$ cat src/rtl/seq_restoring_divider.sv
// Unsigned restoring divider, one quotient bit per clock; done pulses WIDTH cycles after start.
// No backpressure: start is taken only in IDLE/DONE and silently dropped while busy.
module seq_restoring_divider #(
  parameter int WIDTH = 4
) (
  input  logic             clk,
  input  logic             reset,
  input  logic             start,
  input  logic [WIDTH-1:0] dividend,
  input  logic [WIDTH-1:0] divisor,
  output logic             busy,
  output logic             done,
  output logic [WIDTH-1:0] quotient,
  output logic [WIDTH-1:0] remainder,
  output logic             div_by_zero
);

  localparam int CW = $clog2(WIDTH);
  localparam logic [CW-1:0] LAST_STEP = CW'(WIDTH - 1);

  typedef enum logic [1:0] {
    IDLE = 2'd0,
    RUN  = 2'd1,
    DONE = 2'd2
  } state_t;

  state_t state, state_nxt;

  logic [WIDTH-1:0] dvd_sh;
  logic [WIDTH-1:0] dvs_r;
  logic [WIDTH-1:0] prem;
  logic [CW-1:0]    step_cnt;
  logic             dbz_pend;

  logic             accept;
  logic             last_step;
  logic [WIDTH:0]   p_shift;
  logic [WIDTH:0]   trial;
  logic             q_bit;
  logic [WIDTH-1:0] prem_nxt;
  logic [WIDTH-1:0] dvd_nxt;

  assign accept    = start && (state != RUN);
  assign last_step = (state == RUN) && (step_cnt == LAST_STEP);

  // Partial remainder is held in WIDTH bits: after any restore it is below the
  // divisor, and the shifted value's top bit only feeds the trial subtract.
  always_comb begin
    p_shift  = {prem, dvd_sh[WIDTH-1]};
    trial    = p_shift - {1'b0, dvs_r};
    q_bit    = ~trial[WIDTH];
    prem_nxt = q_bit ? trial[WIDTH-1:0] : p_shift[WIDTH-1:0];
    dvd_nxt  = {dvd_sh[WIDTH-2:0], q_bit};
  end

  always_ff @(posedge clk) begin
    if (reset) begin
      state <= IDLE;
    end else begin
      state <= state_nxt;
    end
  end

  always_comb begin
    state_nxt = state;
    case (state)
      IDLE:    if (start) state_nxt = RUN;
      RUN:     if (step_cnt == LAST_STEP) state_nxt = DONE;
      DONE:    state_nxt = start ? RUN : IDLE;
      default: state_nxt = IDLE;
    endcase
  end

  always_comb begin
    busy = (state == RUN);
    done = (state == DONE);
  end

  // Dividend register doubles as the quotient shift register.
  always_ff @(posedge clk) begin
    if (reset) begin
      dvd_sh      <= '0;
      dvs_r       <= '0;
      prem        <= '0;
      step_cnt    <= '0;
      dbz_pend    <= 1'b0;
      quotient    <= '0;
      remainder   <= '0;
      div_by_zero <= 1'b0;
    end else if (accept) begin
      dvd_sh   <= dividend;
      dvs_r    <= divisor;
      prem     <= '0;
      step_cnt <= '0;
      dbz_pend <= (divisor == '0);
    end else if (state == RUN) begin
      dvd_sh   <= dvd_nxt;
      prem     <= prem_nxt;
      step_cnt <= step_cnt + 1'b1;
      if (last_step) begin
        quotient    <= dvd_nxt;
        remainder   <= prem_nxt;
        div_by_zero <= dbz_pend;
      end
    end
  end

endmodule

$ cat config.mk
export PLATFORM = sky130hd
export DESIGN_NAME = seq_restoring_divider
export DESIGN_NICKNAME = d
export VERILOG_FILES = /design/src/rtl/seq_restoring_divider.sv
export SDC_FILE = /design/constraint.sdc
export NUM_CORES = 1
export LEC_CHECK = 0
export BUFFER_PORTS_ARGS = -buffer_cell sky130_fd_sc_hd__buf_2
export CAP_MARGIN = 40
export CORE_MARGIN = 4
export CORE_UTILIZATION = 40
export CTS_CLUSTER_SIZE = 28
export DETAILED_ROUTE_END_ITERATION = 16
export PLACE_DENSITY = 0.68
export SLEW_MARGIN = 25
export SYNTH_ARGS = -nofsm -noshare
export SYNTH_HDL_FRONTEND = slang
export SYNTH_SLANG_ARGS = --single-unit
$ cat constraint.sdc
create_clock -name clk -period 1.95 [get_ports clk]
set_clock_uncertainty 0.2 [all_clocks]
set_input_delay 0.195 -clock clk [delete_from_list [all_inputs] [get_ports clk]]
set_output_delay 0.195 -clock clk [all_outputs]
set_load 0.01 [all_outputs]
==> metrics.cfg <==
[outcome]
outcome=complete, but fails checks
violations=setup timing

[sta]
slew_violations=0
min_period_over_period_pct=103.9
period_needed_ns=2.026
grt_setup_unrepaired=true
hold_viol_final=0
slew_headroom_pct=66.08
setup_tns_ns=-0.2693
worst-slew-pin-transition_ns=0.5087
fin_ws_ns=-0.07625
fmax_mhz=493.5
setup_viol=5

[yosys]
syn-num-nets=181
synthTopCellsByArea=dfxtp_1 (38%), a21oi_1 (6.6%), nand2_1 (6.1%)
synth_cell_types=40
synth_top_area_share_pct=38.38
postSynthCellCount=164
synth_largest_area_cell=dfxtp_1
synth_seq_cells=26
postSynthAreaPerCell_sq_um=8.270
synth_area_sq_um=1356
yosysSeqAreaShare_pct=38.38
yosys_warnings=0

[clock_tree]
root_buffer=clkbuf_4
clockBufferDepth=2
ctsHtreeMaxLevel=1
insertion_delay_ns=0.33
cts_tree=yes
cts-buffers-inserted=3
clk_pin_slew_ns=0.15
clock-sinks=26

[job]
maxCapViolCount=0

[worst_setup_path]
critPathCaptureType=flop
critPathKind=reg2reg
critical_path.cell_chain=inv_2 -> ha_4 -> inv_2 -> fa_2 -> nand3_4 -> a21boi_4 -> or4b_4 -> o211ai_2
required_ns=2.03
cp-start-kind=flop
critPathMostFrequentCell=inv_2
cp_slowest_stage_delay_ns=0.55
worst_ep_arrival_time_ns=2.10
cp_slowest_cell=or4b_4
cp_max_fo=3

[die]
die_h_microns=66.23
core-area_sq_um=3153
ios=22
dieArea_sq_um=4386
initial_core_util_pct=43.02
fp.dieW_microns=66.23
rows=20

[route]
drt_iter0_drc=81
drc_errors=0
wl_microns=3454
via_per_inst=5.344
wl_per_cell_microns=14.16
ant_nets=0
vias=1304
drt_pass1_iterations=4

[global_routing]
grt_pass1_wl_microns=5754
grt_antenna_before_repair=0
grt_max_degree=27
grt_usage_pct=16.75
grt_pass1_vias=1290
grt_overflow=0

[finish]
final_util_pct=57.58
fill_cells=311
drive_gt1_share_pct=33.50
syn_to_final_growth_pct=33.86
nets=218
fin_cells=244
diodes=0

[power]
p_leak_nw=0.7431
power_density_nw_per_um2=724.2
p_total_mw=1.315
peakVddDrop_mv=0.4186

[place]
port_buffers=21
hpwlAfterDp_microns=2482
place_congestion=0.8009
placed_cells_incl_taps=228

[worst_hold_path]
hp-class=in2reg

[cell families (layout without fill, tap and decap cells)]
| logic type | count (synthesis) | in the layout | synth area share [%] |
|---|---|---|---|
| XOR/XNOR | 1 | 1 | 0.6459 |
| flip-flops | 26 | 26 | 38.38 |
| buffers and inverters | 20 | 56 | 6.457 |
| AND/OR/NAND/NOR | 68 | 68 | 26.38 |
| AO/OA/AOI/OAI | 39 | 39 | 19.10 |
| multiplexers | 4 | 4 | 2.952 |
| adder cells (fa/ha/maj) | 6 | 6 | 6.089 |
[state kept, by name (all words and copies together) (netlist names)]
register	cells
div_by_zero	1
dvd_sh	4
step_cnt	2
dbz_pend	1
dvs_r	4
remainder	4
prem	4
quotient	4
state	2
[Yosys cell counts (all sizes together)]
cell / number
a21oi: 18
inv: 8
nand3b: 6
nand4: 2
a311oi: 1
fa: 1
a21boi: 1
o31ai: 1
nor2b: 2
buf: 4
ha: 5
and3b: 2
xor2: 1
nand2b: 5
or4b: 2
a21bo: 1
nand2: 22
a32o: 1
o21ai: 3
nor4: 1
clkbuf: 7
nand4b: 1
nand3: 11
o211ai: 5
nor3: 2
dfxtp: 26
clkinv: 1
and3: 1
a211oi: 4
a31oi: 1
mux2i: 4
a211o: 2
a41oi: 1
nor2: 11
[worst paths after layout]
check                              start                endpoint  slack (ns)  cells past startpoint
setup / recovery  dvd_sh[3]$_SDFFE_PP0P_    prem[3]$_SDFFE_PP0P_       -0.08                      8
hold reg to reg    dbz_pend$_SDFFE_PP0P_   dbz_pend$_SDFFE_PP0P_        0.26                      2
setup reg to reg  dvd_sh[3]$_SDFFE_PP0P_    prem[3]$_SDFFE_PP0P_       -0.08                      8
hold / removal               dividend[2]  dvd_sh[2]$_SDFFE_PP0P_        0.01                      3
[worst max-delay path, delay by kind of cell, from the launching register on]
kind	cells	cell delay, ns
flip-flops	1	0.35
buffers and inverters	2	0.10
AND/OR/NAND/NOR	2	0.64
adder cells (fa/ha/maj)	2	0.49
AO/OA/AOI/OAI	2	0.21
[where the power goes]
group	switching [mW]	internal, mW
clock network	0.167	0.208
logic	0.192	0.173
registers	0.0204	0.555
[final cells by class]
type | instances | area, sq um | area share, %
Sequential cell | 26 | 523.0 | 28.81
Multi-Input combinational cell | 118 | 858.3 | 47.28
Inverter | 9 | 33.78 | 1.861
Clock buffer | 3 | 22.52 | 1.241
Timing Repair Buffer | 43 | 292.8 | 16.13
Clock inverter | 1 | 30.03 | 1.654
Tap cell | 44 | 55.05 | 3.032
[through the flow]
step | area [sq um] | hold slack (ns) | setup slack, ns
CTS | 1725 | 0.004453 | -0.1106
detailed placement | 1577 | 0.2449 | -0.2070
floorplan | 1395 | 0.1425 | -0.1525
global route | 1815 | 0.02864 | -0.1823
global placement | 1577 | 0.2388 | -0.1356
finish | 1815 | 0.01128 | -0.07625
[timing repair]
| item | in CTS | in global routing |
|---|---|---|
| pin swaps | 9 | 12 |
| setup endpoints to repair | 7 | 10 |
| buffers inserted | 2 | 4 |
| hold buffers | 6 | 0 |
| resized for setup | 5 | 13 |
| endpoints found under the hold margin | 7 | 0 |
[metal layers]
metal / up-vias / track usage (%) / part of all wire (%)
met5: - / 0 / 0
met4: 0 / 3.553 / 0.81
met3: 6 / 4.762 / 6.1
met2: 32 / 27.63 / 50
met1: 615 / 21.60 / 43
li1: 651 / - / -
[cell usage in the layout (no fill, tap or decap), drive strengths merged, types with 5 or more instances in the layout]
| cell type | Yosys | routed |
|---|---|---|
| buf | 4 | 37 |
| o211ai | 5 | 5 |
| nand3 | 11 | 11 |
| ha | 5 | 5 |
| nand3b | 6 | 6 |
| nor2 | 11 | 11 |
| dfxtp | 26 | 26 |
| dlygate4sd3 | 0 | 6 |
| nand2b | 5 | 5 |
| a21oi | 18 | 18 |
| nand2 | 22 | 22 |
| inv | 8 | 8 |
Power figures use the tool's default switching activity.
